File: src/rtl/rsadd_seq_if.sv
// Control bundle between the FPU operation decoder / rsadd_cntl side and the
// RS microsequencer. The requester side drives the operation request and the
// datapath status; the sequencer drives the per-cycle datapath controls.
interface rsadd_seq_if;
   logic       fpuhold;
   logic       start;
   logic [1:0] op;
   logic [2:0] alncnt;
   logic       kill;
   logic       rsneg;
   logic       rs2zero;
   logic [2:0] rsfunc;
   logic [2:0] incinfunc;
   logic       rs32;
   logic       eadd;
   logic       busy;
   logic       done;
   logic       zres;

   modport master (
      output fpuhold, start, op, alncnt, kill, rsneg, rs2zero,
      input  rsfunc, incinfunc, rs32, eadd, busy, done, zres
   );

   modport slave (
      input  fpuhold, start, op, alncnt, kill, rsneg, rs2zero,
      output rsfunc, incinfunc, rs32, eadd, busy, done, zres
   );
endinterface

File: src/rtl/rsadd_seq.sv
// Microsequencer for the FPU right-shift/add datapath. Steps one add/subtract
// through load, alignment, add, normalize, round and increment, driving the
// rsadd_cntl function selects as a Moore decode of the current state.
module rsadd_seq (
   input  logic         clk,
   input  logic         reset,
   rsadd_seq_if.slave   bus
);

   typedef enum logic [2:0] {
      IDLE  = 3'd0,
      LOAD  = 3'd1,
      ALIGN = 3'd2,
      ADD   = 3'd3,
      NORM  = 3'd4,
      ROUND = 3'd5,
      INC   = 3'd6,
      DONE  = 3'd7
   } state_t;

   state_t     st_q, st_d;
   logic [2:0] cnt_q, cnt_d;
   logic [1:0] op_q, op_d;
   logic       neg_q, neg_d;
   logic       zero_q, zero_d;

   // State register; reset also forgets the last operation type
   always_ff @(posedge clk) begin
      if (reset) begin
         st_q   <= IDLE;
         cnt_q  <= 3'd0;
         op_q   <= 2'd0;
         neg_q  <= 1'b0;
         zero_q <= 1'b0;
      end else begin
         st_q   <= st_d;
         cnt_q  <= cnt_d;
         op_q   <= op_d;
         neg_q  <= neg_d;
         zero_q <= zero_d;
      end
   end

   // Next-state logic: kill beats the stall, the stall freezes everything
   always_comb begin
      st_d   = st_q;
      cnt_d  = cnt_q;
      op_d   = op_q;
      neg_d  = neg_q;
      zero_d = zero_q;
      if (bus.kill) begin
         st_d   = IDLE;
         cnt_d  = 3'd0;
         neg_d  = 1'b0;
         zero_d = 1'b0;
      end else if (!bus.fpuhold) begin
         case (st_q)
            IDLE: begin
               if (bus.start) begin
                  st_d  = LOAD;
                  cnt_d = bus.alncnt;
                  op_d  = bus.op;
               end
            end
            LOAD: begin
               st_d = (cnt_q != 3'd0) ? ALIGN : ADD;
            end
            ALIGN: begin
               if (cnt_q != 3'd0) begin
                  cnt_d = cnt_q - 3'd1;
               end
               if (cnt_q <= 3'd1) begin
                  st_d = ADD;
               end
            end
            ADD: begin
               st_d  = NORM;
               neg_d = ~bus.rsneg;
            end
            NORM: begin
               st_d = ROUND;
            end
            ROUND: begin
               st_d   = INC;
               zero_d = bus.rs2zero;
            end
            INC: begin
               st_d = DONE;
            end
            DONE: begin
               if (bus.start) begin
                  st_d  = LOAD;
                  cnt_d = bus.alncnt;
                  op_d  = bus.op;
               end else begin
                  st_d = IDLE;
               end
            end
            default: begin
               st_d = IDLE;
            end
         endcase
      end
   end

   // Output decode from registered state; only done looks at the stall input
   always_comb begin
      bus.rsfunc    = 3'h0;
      bus.incinfunc = 3'h0;
      bus.rs32      = 1'b0;
      bus.eadd      = ~op_q[1];
      bus.busy      = 1'b1;
      bus.done      = 1'b0;
      bus.zres      = 1'b0;
      case (st_q)
         IDLE: begin
            bus.eadd = 1'b1;
            bus.busy = 1'b0;
         end
         LOAD: begin
            bus.rsfunc = 3'h1;
         end
         ALIGN: begin
            bus.rsfunc = 3'h6;
            bus.rs32   = (cnt_q > 3'd1);
         end
         ADD: begin
            bus.rsfunc = 3'h3;
         end
         NORM: begin
            bus.rsfunc = neg_q ? 3'h7 : 3'h2;
         end
         ROUND: begin
            bus.rsfunc    = 3'h5;
            bus.incinfunc = {2'b01, op_q[0]};
         end
         INC: begin
            bus.rsfunc    = 3'h2;
            bus.incinfunc = 3'h6;
         end
         DONE: begin
            bus.done = ~bus.fpuhold;
            bus.zres = zero_q;
         end
         default: begin
            bus.busy = 1'b0;
         end
      endcase
   end

endmodule

File: src/flat_wrapper.sv
// flat-port wrapper written by rule: the top's interface ports become plain ports
module rsadd_seq_flat 
  (clk, reset, bus_fpuhold, bus_start, bus_op, bus_alncnt, bus_kill, bus_rsneg, bus_rs2zero, bus_rsfunc, bus_incinfunc, bus_rs32, bus_eadd, bus_busy, bus_done, bus_zres);
  rsadd_seq_if bus_i ();
  input  logic clk;
  input  logic reset;
  input wire logic [$bits(bus_i.fpuhold)-1:0] bus_fpuhold;
  input wire logic [$bits(bus_i.start)-1:0] bus_start;
  input wire logic [$bits(bus_i.op)-1:0] bus_op;
  input wire logic [$bits(bus_i.alncnt)-1:0] bus_alncnt;
  input wire logic [$bits(bus_i.kill)-1:0] bus_kill;
  input wire logic [$bits(bus_i.rsneg)-1:0] bus_rsneg;
  input wire logic [$bits(bus_i.rs2zero)-1:0] bus_rs2zero;
  output wire logic [$bits(bus_i.rsfunc)-1:0] bus_rsfunc;
  output wire logic [$bits(bus_i.incinfunc)-1:0] bus_incinfunc;
  output wire logic [$bits(bus_i.rs32)-1:0] bus_rs32;
  output wire logic [$bits(bus_i.eadd)-1:0] bus_eadd;
  output wire logic [$bits(bus_i.busy)-1:0] bus_busy;
  output wire logic [$bits(bus_i.done)-1:0] bus_done;
  output wire logic [$bits(bus_i.zres)-1:0] bus_zres;
  assign bus_i.fpuhold = bus_fpuhold;
  assign bus_i.start = bus_start;
  assign bus_i.op = bus_op;
  assign bus_i.alncnt = bus_alncnt;
  assign bus_i.kill = bus_kill;
  assign bus_i.rsneg = bus_rsneg;
  assign bus_i.rs2zero = bus_rs2zero;
  assign bus_rsfunc = bus_i.rsfunc;
  assign bus_incinfunc = bus_i.incinfunc;
  assign bus_rs32 = bus_i.rs32;
  assign bus_eadd = bus_i.eadd;
  assign bus_busy = bus_i.busy;
  assign bus_done = bus_i.done;
  assign bus_zres = bus_i.zres;
  rsadd_seq u_core (.clk(clk), .reset(reset), .bus(bus_i));
endmodule
File: config.mk
export PLATFORM = sky130hd
export DESIGN_NAME = rsadd_seq_flat
export DESIGN_NICKNAME = d
export VERILOG_FILES = /design/src/rtl/rsadd_seq_if.sv /design/src/rtl/rsadd_seq.sv /design/src/flat_wrapper.sv
export SDC_FILE = /design/constraint.sdc
export NUM_CORES = 1
export LEC_CHECK = 0
export ABC_AREA = 1
export BUFFER_PORTS_ARGS = -buffer_cell sky130_fd_sc_hd__buf_4
export CAP_MARGIN = 30
export CELL_PAD_IN_SITES_DETAIL_PLACEMENT = 1
export CELL_PAD_IN_SITES_GLOBAL_PLACEMENT = 1
export CORE_ASPECT_RATIO = 0.7
export CORE_MARGIN = 1
export CORE_UTILIZATION = 31
export DETAILED_ROUTE_END_ITERATION = 16
export GPL_ROUTABILITY_DRIVEN = 0
export PLACE_DENSITY = 0.84
export SYNTH_ARGS = -nofsm -noshare
export SYNTH_HDL_FRONTEND = slang
export SYNTH_SLANG_ARGS = --single-unit
export TNS_END_PERCENT = 20
File: constraint.sdc
create_clock -name clk -period 1.4 [get_ports clk]
set_clock_uncertainty 0.2 [all_clocks]
set_input_delay 0.21 -clock clk [delete_from_list [all_inputs] [get_ports clk]]
set_output_delay 0.21 -clock clk [all_outputs]
set_load 0.1 [all_outputs]
==> results.sh, run 1 <==
export IMPL_initial_utilization_pct=33.3
export IMPL_fmax_mhz=546
export IMPL_cp_start_kind="flip-flop"
export IMPL_setup_ws_ns=-0.430
export IMPL_syn_nets=152
export IMPL_hold_viol_final=0
export IMPL_nNetsFinal=206
export IMPL_die_area_um2=2920
export IMPL_p_per_area_nw_per_um2=503
export IMPL_design_core_area_um2=2510
export IMPL_boundaryPins=23
export IMPL_io_buffers=22
export IMPL_yosysUniqueCellTypes=20
export IMPL_ys_seq_area_share_pct=23.9
export IMPL_rrSetupSlack_ns=-0.40
export IMPL_antenna_found_initial=0
export IMPL_vias_per_cell=5.45
export IMPL_drtIter0Drc=47
export IMPL_synth_top_area_share_pct=23.9
export IMPL_power_leakage_nw=0.830
export IMPL_multiInputGateArea_um2=769
export IMPL_fin_crit_sh_pct=131
export IMPL_min_period_ns=1.83
export IMPL_syn_avg_cell_area_um2=6.29
export IMPL_clock_sinks=10
export IMPL_chipHeight_um=45.5
export IMPL_worstSetupPathType="reg2out"
export IMPL_diodes=0
export IMPL_clockPowerShare_pct=35.6
export IMPL_outcome="finished, violations left"
export IMPL_insertion_delay_ns=0.24
export IMPL_cts_tree="built"
export IMPL_die_w_um=64.1
export IMPL_reg2regPathDepth=10
export IMPL_r2r_end="u_core.cnt_q[0]"
export IMPL_first_global_vias=1307
export IMPL_ir_drop_mv=0.654
export IMPL_synth_area_um2=837
export IMPL_switching_share_pct=32.7
export IMPL_synth_warnings=0
export IMPL_violations="negative setup slack"
export IMPL_htreeDepth=1
export IMPL_r2r_start="u_core.st_q[1]"
export IMPL_hold_path_depth=4
export IMPL_combPwrFrac_pct=30.2
export IMPL_crit_fanout=3
export IMPL_p_int_mw=0.592
export IMPL_min_delay_start="reset"
export IMPL_fin_area_um2=1750
export IMPL_holdPathEnd="u_core.op_q[0]"
export IMPL_rows=15
export IMPL_dr_pass1_iters=4
export IMPL_cts_root_buffer="clkbuf_8"
export IMPL_cts_made_buffers=3
export IMPL_wl_um=5060
export IMPL_critPathCaptureType="output port"
export IMPL_clock_path_buffers=2
export IMPL_crit_required_ns=0.99
export IMPL_drc=0
export IMPL_routed_via_count=1200
export IMPL_timing_final_max_slew_violations=0
export IMPL_synth_area_top_cells="dfxtp_1, nand2_1, ha_1, inv_1, nor2_1"
export IMPL_overflow=0
export IMPL_grt_pass1_wl_um=7400
export IMPL_hold_ws_ns=0.0728
export IMPL_tightest_slew_ns=0.287
export IMPL_dp_hpwl_um=2700
export IMPL_setup_violations=20
export IMPL_area_growth_pct=109
export IMPL_dpl_cell_area_um2=1420
export IMPL_arrival_ns=1.42
export IMPL_syn_inst=133
export IMPL_clkSlewWorstSetupHoldPaths_ns=0.05
export IMPL_seq_power_share_pct=34.2
export IMPL_hold_class="in2reg"
export IMPL_yosys_area_top_type="dfxtp_1"
export IMPL_dp_cells=211
export IMPL_rsz0062_at_grt="yes"
export IMPL_p_switching_mw=0.288
export IMPL_relSlewSlack_pct=80.7
export IMPL_layout_drive_gt1_share_pct=57.0
export IMPL_ys_seq_elements=10
export IMPL_num_fill_cells=281
export IMPL_ant_nets=0
export IMPL_grtUsageTotal_pct=36.2
export IMPL_detail_route_wl_per_cell_um=23.0
export IMPL_maxCapViolCount=0
export IMPL_regArea_um2=210
export IMPL_grt_max_degree=9
export IMPL_layout_cells_non_filler=220
[per-stage QoR]
stage	worst slack, ns	utilization (%)	power (mW)	setup TNS, ns
after floorplan	-0.248	-	0.424	-2.76
after global placement	-0.211	56.4	0.492	-2.48
after detailed placement	-0.306	56.4	0.507	-3.53
after CTS	-0.392	67.5	0.853	-5.22
after global routing	-0.468	69.6	0.906	-7.36
final	-0.430	69.6	0.880	-6.75
[Yosys cell counts]
| master | count |
|---|---|
| inv_1 | 23 |
| nand3_1 | 9 |
| nand2_1 | 28 |
| a21oi_1 | 4 |
| inv_2 | 1 |
| nand2_2 | 8 |
| buf_6 | 1 |
| nor2_4 | 1 |
| nand4_1 | 1 |
| nand3_2 | 1 |
| nand2_4 | 3 |
| a21oi_2 | 1 |
| nor3_1 | 1 |
| o21ai_0 | 7 |
| nor2_1 | 22 |
| dfxtp_1 | 10 |
| inv_8 | 1 |
| xnor2_1 | 1 |
| o21ai_1 | 3 |
| ha_1 | 7 |
[kinds of logic after synthesis]
logic type	share of synthesized area, %
XOR/XNOR	1.05
flip-flops	23.9
adder cells (fa/ha/maj)	10.5
AND/OR/NAND/NOR	41.7
AO/OA/AOI/OAI	9.42
buffers and inverters	13.5
[power by group through the flow]
| stage | combinational [mW] | sequential [mW] | clock (mW) |
|---|---|---|---|
| after floorplan | 0.120 | 0.304 | 0 |
| after global placement | 0.189 | 0.302 | 0 |
| after detailed placement | 0.203 | 0.303 | 0 |
| after CTS | 0.233 | 0.298 | 0.323 |
| after global routing | 0.272 | 0.300 | 0.333 |
| final | 0.266 | 0.301 | 0.313 |
[cell type report]
type / count / area share (%)
clock buffer: 4 / 2.58
tap: 34 / 2.43
timing repair buffer: 50 / 31.9
sequential: 10 / 12.0
multi-input combinational: 97 / 44.0
inverter: 25 / 7.08
[metal layers]
metal  track usage [%]  share of wire (%)  wire length [um]  vias to the layer above
met5                 0                  0                 0                        -
met4              22.2                6.3               320                        0
met3              11.0                7.2               364                       37
met2              66.4                 47              2380                       76
met1              37.8                 40              2000                      573
li1                  -                  -                 -                      514
[state kept, by name, summed over array words and instances, names as in the netlist]
| register | cells |
|---|---|
| u_core.cnt_q | 3 |
| u_core.st_q | 3 |
| u_core.op_q | 2 |
| u_core.neg_q | 1 |
| u_core.zero_q | 1 |
[worst max-delay path, stage by stage (launching register included)]
cell and delay, ns:
dfxtp_1 0.37, inv_1 0.11, ha_1 0.21, nand2_1 0.14, nand3_4 0.10, clkinvlp_4 0.09
buf_12 0.16
[how the worst max path moves through the flow]
stage                                 to  depth (start not counted)  slack, ns            start
final                           bus_rs32                          6      -0.43  u_core.cnt_q[1]
after floorplan                 bus_rs32                          6      -0.25   u_core.st_q[0]
after detailed placement  u_core.op_q[0]                          9      -0.31   u_core.st_q[1]
after global placement    u_core.st_q[0]                         10      -0.21   u_core.st_q[1]
after CTS                  bus_rsfunc[0]                          6      -0.39   u_core.st_q[1]
after global routing            bus_rs32                          6      -0.47  u_core.cnt_q[1]
[cell usage in the layout (no fill, tap or decap), types with 3 or more instances in the layout]
cell	synthesis	final
clkbuf_8	0	3
dfxtp_1	10	6
a21oi_1	4	3
nand2_1	28	17
ha_4	0	4
inv_1	23	17
nand2_4	3	7
nor2_1	22	16
buf_4	0	31
nand2_2	8	12
o21ai_1	3	4
nand3_1	9	7
nand2_8	0	3
nand3_4	0	3
buf_6	1	4
ha_1	7	3
nor2_4	1	5
buf_12	0	13
[repair_timing]
action	4_1_cts	5_1_grt
resized for setup	52	15
setup buffers	2	1
hold endpoints to repair	2	0
endpoints found under the setup margin	20	21
hold buffers	2	0
pin swaps	5	7
(Power assumes the default switching activity.)
==> run 2, diff against run 1 <==
--- a/config.mk
+++ b/config.mk
@@ -6,16 +6,16 @@
 export NUM_CORES = 1
 export LEC_CHECK = 0
 export ABC_AREA = 1
-export BUFFER_PORTS_ARGS = -buffer_cell sky130_fd_sc_hd__buf_4
 export CAP_MARGIN = 30
 export CELL_PAD_IN_SITES_DETAIL_PLACEMENT = 1
 export CELL_PAD_IN_SITES_GLOBAL_PLACEMENT = 1
 export CORE_ASPECT_RATIO = 0.7
 export CORE_MARGIN = 1
-export CORE_UTILIZATION = 31
+export CORE_UTILIZATION = 33
 export DETAILED_ROUTE_END_ITERATION = 16
+export DONT_BUFFER_PORTS = 1
 export GPL_ROUTABILITY_DRIVEN = 0
-export PLACE_DENSITY = 0.84
+export PLACE_DENSITY = 0.76
 export SYNTH_ARGS = -nofsm -noshare
 export SYNTH_HDL_FRONTEND = slang
 export SYNTH_SLANG_ARGS = --single-unit
==> run 2 against run 1 <==
The run now fails in 4_1_cts. Synthesized area unchanged. Synthesized cell count unchanged.
==> results.sh, run 2 <==
export IMPL_htreeDepth=1
export IMPL_cts_made_buffers=3
export IMPL_chipHeight_um=44.1
export IMPL_synth_ff_type="dfxtp_1"
export IMPL_yosysMostFrequentCell="nand2_1"
export IMPL_ys_seq_elements=10
export IMPL_yosys_area_top_type="dfxtp_1"
export IMPL_rows=14
export IMPL_synth_common_cells="nand2_1, inv_1, nor2_1"
export IMPL_boundaryPins=23
export IMPL_synth_warnings=0
export IMPL_synth_async_reset_ratio_pct=0
export IMPL_place_ws_ns=-0.439
export IMPL_clock_sinks=10
export IMPL_dp_hpwl_um=2900
export IMPL_cts_hold_buf=6
export IMPL_ys_seq_area_share_pct=23.9
export IMPL_io_buffers=0
export IMPL_synth_top_area_share_pct=23.9
export IMPL_dp_cells=189
export IMPL_synth_area_um2=837
export IMPL_yosysUniqueCellTypes=20
export IMPL_stop_stage="4_1_cts"
export IMPL_clock_path_buffers=2
export IMPL_cts_resized=24
export IMPL_die_w_um=62.2
export IMPL_outcome="aborted with a tool error"
export IMPL_cts_root_buffer="clkbuf_4"
export IMPL_synth_area_top_cells="dfxtp_1, nand2_1, ha_1, inv_1, nor2_1"
export IMPL_syn_nets=152
export IMPL_post_cts_repair_setup_buffers=9
export IMPL_initial_utilization_pct=36.8
export IMPL_synth_edf_count=0
export IMPL_firstError="[ERROR DPL-0033] detailed placement checks failed during check placement."
export IMPL_syn_inst=133
export IMPL_syn_avg_cell_area_um2=6.29
==> run 2: cell counts after synthesis <==
Identical to the previous run, type by type.
==> run 2: stage by stage <==
step / setup TNS (ns) / cell area, um2 / util [%]
2_1_floorplan: -2.76 / 1010 / -
3_3_place_gp: -2.14 / 1370 / 59.9
3_5_place_dp: -4.03 / 1370 / 59.9
==> run 2: cells by family after synthesis <==
logic type / count (synthesis) / share of synthesized area (%)
AOI/OAI and AO/OA: 15 / 9.42
buffers and inverters: 26 / 13.5
DFF: 10 / 23.9
adders and majority gates: 7 / 10.5
and+or+nand+nor: 74 / 41.7
xor gates and xnor gates: 1 / 1.05
==> run 3, diff against run 2 <==
--- a/config.mk
+++ b/config.mk
@@ -7,15 +7,12 @@
 export LEC_CHECK = 0
 export ABC_AREA = 1
 export CAP_MARGIN = 30
-export CELL_PAD_IN_SITES_DETAIL_PLACEMENT = 1
-export CELL_PAD_IN_SITES_GLOBAL_PLACEMENT = 1
-export CORE_ASPECT_RATIO = 0.7
 export CORE_MARGIN = 1
-export CORE_UTILIZATION = 33
+export CORE_UTILIZATION = 20
 export DETAILED_ROUTE_END_ITERATION = 16
 export DONT_BUFFER_PORTS = 1
 export GPL_ROUTABILITY_DRIVEN = 0
-export PLACE_DENSITY = 0.76
+export PLACE_DENSITY_LB_ADDON = 0.15
 export SYNTH_ARGS = -nofsm -noshare
 export SYNTH_HDL_FRONTEND = slang
 export SYNTH_SLANG_ARGS = --single-unit
==> constraint.sdc (replaced) <==
create_clock -name clk -period 1.8 [get_ports clk]
set_clock_uncertainty 0.2 [all_clocks]
set_input_delay 0.27 -clock clk [delete_from_list [all_inputs] [get_ports clk]]
set_output_delay 0.27 -clock clk [all_outputs]
set_load 0.1 [all_outputs]
==> run 3 against run 2 <==
The flow now finishes without violations.
==> results.sh, run 3 (synthesis gave the netlist of run 1 again) <==
export IMPL_die_area_um2=4450
export IMPL_crit_start="u_core.st_q[1]"
export IMPL_grtUsageTotal_pct=10.6
export IMPL_design_core_area_um2=4000
export IMPL_multiInputGateArea_um2=612
export IMPL_place_ws_ns=0.0585
export IMPL_htreeDepth=1
export IMPL_dpl_cell_area_um2=1100
export IMPL_min_period_ns=1.79
export IMPL_hold_class="in2reg"
export IMPL_drtIter0Drc=29
export IMPL_worstSetupPathType="reg2out"
export IMPL_p_per_area_nw_per_um2=491
export IMPL_p_total_mw=0.644
export IMPL_setup_ws_ns=0.0103
export IMPL_crit_fanout=5
export IMPL_detail_route_wl_per_cell_um=9.75
export IMPL_ant_nets=0
export IMPL_ir_drop_mv=0.260
export IMPL_hold_ws_ns=0.0248
export IMPL_r2r_end="u_core.cnt_q[1]"
export IMPL_antenna_found_initial=0
export IMPL_dr_pass1_iters=3
export IMPL_cts_made_buffers=3
export IMPL_arrival_ns=1.32
export IMPL_routed_via_count=842
export IMPL_dp_hpwl_um=1650
export IMPL_clock_sinks=10
export IMPL_cts_tree="built"
export IMPL_cts_root_buffer="clkbuf_8"
export IMPL_dp_cells=195
export IMPL_grt_max_degree=9
export IMPL_die_w_um=66.7
export IMPL_boundaryPins=23
export IMPL_maxCapViolCount=0
export IMPL_initial_utilization_pct=20.9
export IMPL_rrSetupSlack_ns=0.23
export IMPL_nNetsFinal=175
export IMPL_layout_cells_non_filler=205
export IMPL_worstSetupEndpoint="bus_zres"
export IMPL_tightest_slew_ns=0.292
export IMPL_io_buffers=0
export IMPL_reg_top3="u_core.cnt_q: 3 flops, u_core.st_q: 3 flops, u_core.op_q: 2 flops"
export IMPL_setup_violations=0
export IMPL_fin_crit_sh_pct=99.4
export IMPL_diodes=0
export IMPL_drc=0
export IMPL_rows=23
export IMPL_clkSlewWorstSetupHoldPaths_ns=0.05
export IMPL_power_leakage_nw=0.623
export IMPL_reg2regPathDepth=10
export IMPL_outcome="finished, final reports clean"
export IMPL_overflow=0
export IMPL_r2r_start="u_core.st_q[1]"
export IMPL_chipHeight_um=66.7
export IMPL_timing_final_max_slew_violations=0
export IMPL_fin_area_um2=1310
export IMPL_clock_path_buffers=2
export IMPL_critPathCaptureType="output port"
export IMPL_first_global_vias=835
export IMPL_grt_pass1_wl_um=3520
export IMPL_area_growth_pct=56.8
export IMPL_insertion_delay_ns=0.24
export IMPL_wl_um=2000
export IMPL_crit_required_ns=1.33
export IMPL_cp_start_kind="flip-flop"
export IMPL_layout_commonest_cell="nand2_1"
export IMPL_layout_common_cells="nand2_1, inv_1, nor2_1"
export IMPL_relSlewSlack_pct=80.6
export IMPL_num_fill_cells=433
export IMPL_rsz0062_at_grt="yes"
export IMPL_hold_viol_final=0
export IMPL_vias_per_cell=4.11
export IMPL_regArea_um2=209
export IMPL_layout_drive_gt1_share_pct=35.5
export IMPL_fmax_mhz=559
==> run 3: worst max-delay path: stages (launching register included) <==
cell and delay [ns]:
dfxtp_4 0.38, ha_2 0.28, nand2_4 0.12, nor2_4 0.13
buf_12 0.18
==> run 3: cell type report <==
cell class | count | area share, %
clock buffer | 4 | 4.19
inverter | 25 | 8.10
multi-input combinational | 97 | 46.6
sequential | 10 | 15.9
tap | 50 | 4.77
timing repair buffer | 19 | 20.4
==> run 3: what timing repair did <==
item / in CTS / in global routing
hold endpoints to repair: 5 / 0
pin swaps: 4 / 1
gates resized for setup: 30 / 1
setup endpoints to repair: 10 / 7
hold buffers: 5 / 0
setup buffers: 0 / 1
==> run 3: layer usage <==
metal  GRT usage, %  vias to the layer above  part of all wire (%)
met5              0                        -                     0
met3           2.05                        3                   3.9
li1               -                      456                     -
met1           13.3                      367                    48
met2           17.6                       16                    47
met4           3.99                        0                  0.90
==> run 3: metrics by stage <==
stage	setup TNS, ns	utilization [%]
2_1_floorplan	-2.14	-
3_3_place_gp	0	27.6
3_5_place_dp	0	27.6
4_1_cts	0	32.5
5_1_grt	-0.304	32.8
6_report	0	32.8
==> run 3: worst min-delay path by stage <==
| stage | start | end | slack, ns | cells past startpoint |
|---|---|---|---|---|
| finish | bus_fpuhold | u_core.neg_q | 0.02 | 2 |
| global route | bus_op[0] | u_core.op_q[0] | 0.02 | 2 |
| CTS | bus_fpuhold | u_core.neg_q | 0.02 | 2 |
| detailed placement | bus_rsneg | u_core.neg_q | 0.16 | 1 |
| global placement | bus_rsneg | u_core.neg_q | 0.16 | 1 |
| floorplan | bus_rsneg | u_core.neg_q | 0.16 | 1 |
==> run 3: where the power goes <==
part / leakage [nW] / internal [mW] / switching [mW]
combinational: 0.511 / 0.0468 / 0.0750
clock: 0.0288 / 0.193 / 0.0985
sequential: 0.0832 / 0.226 / 0.00469
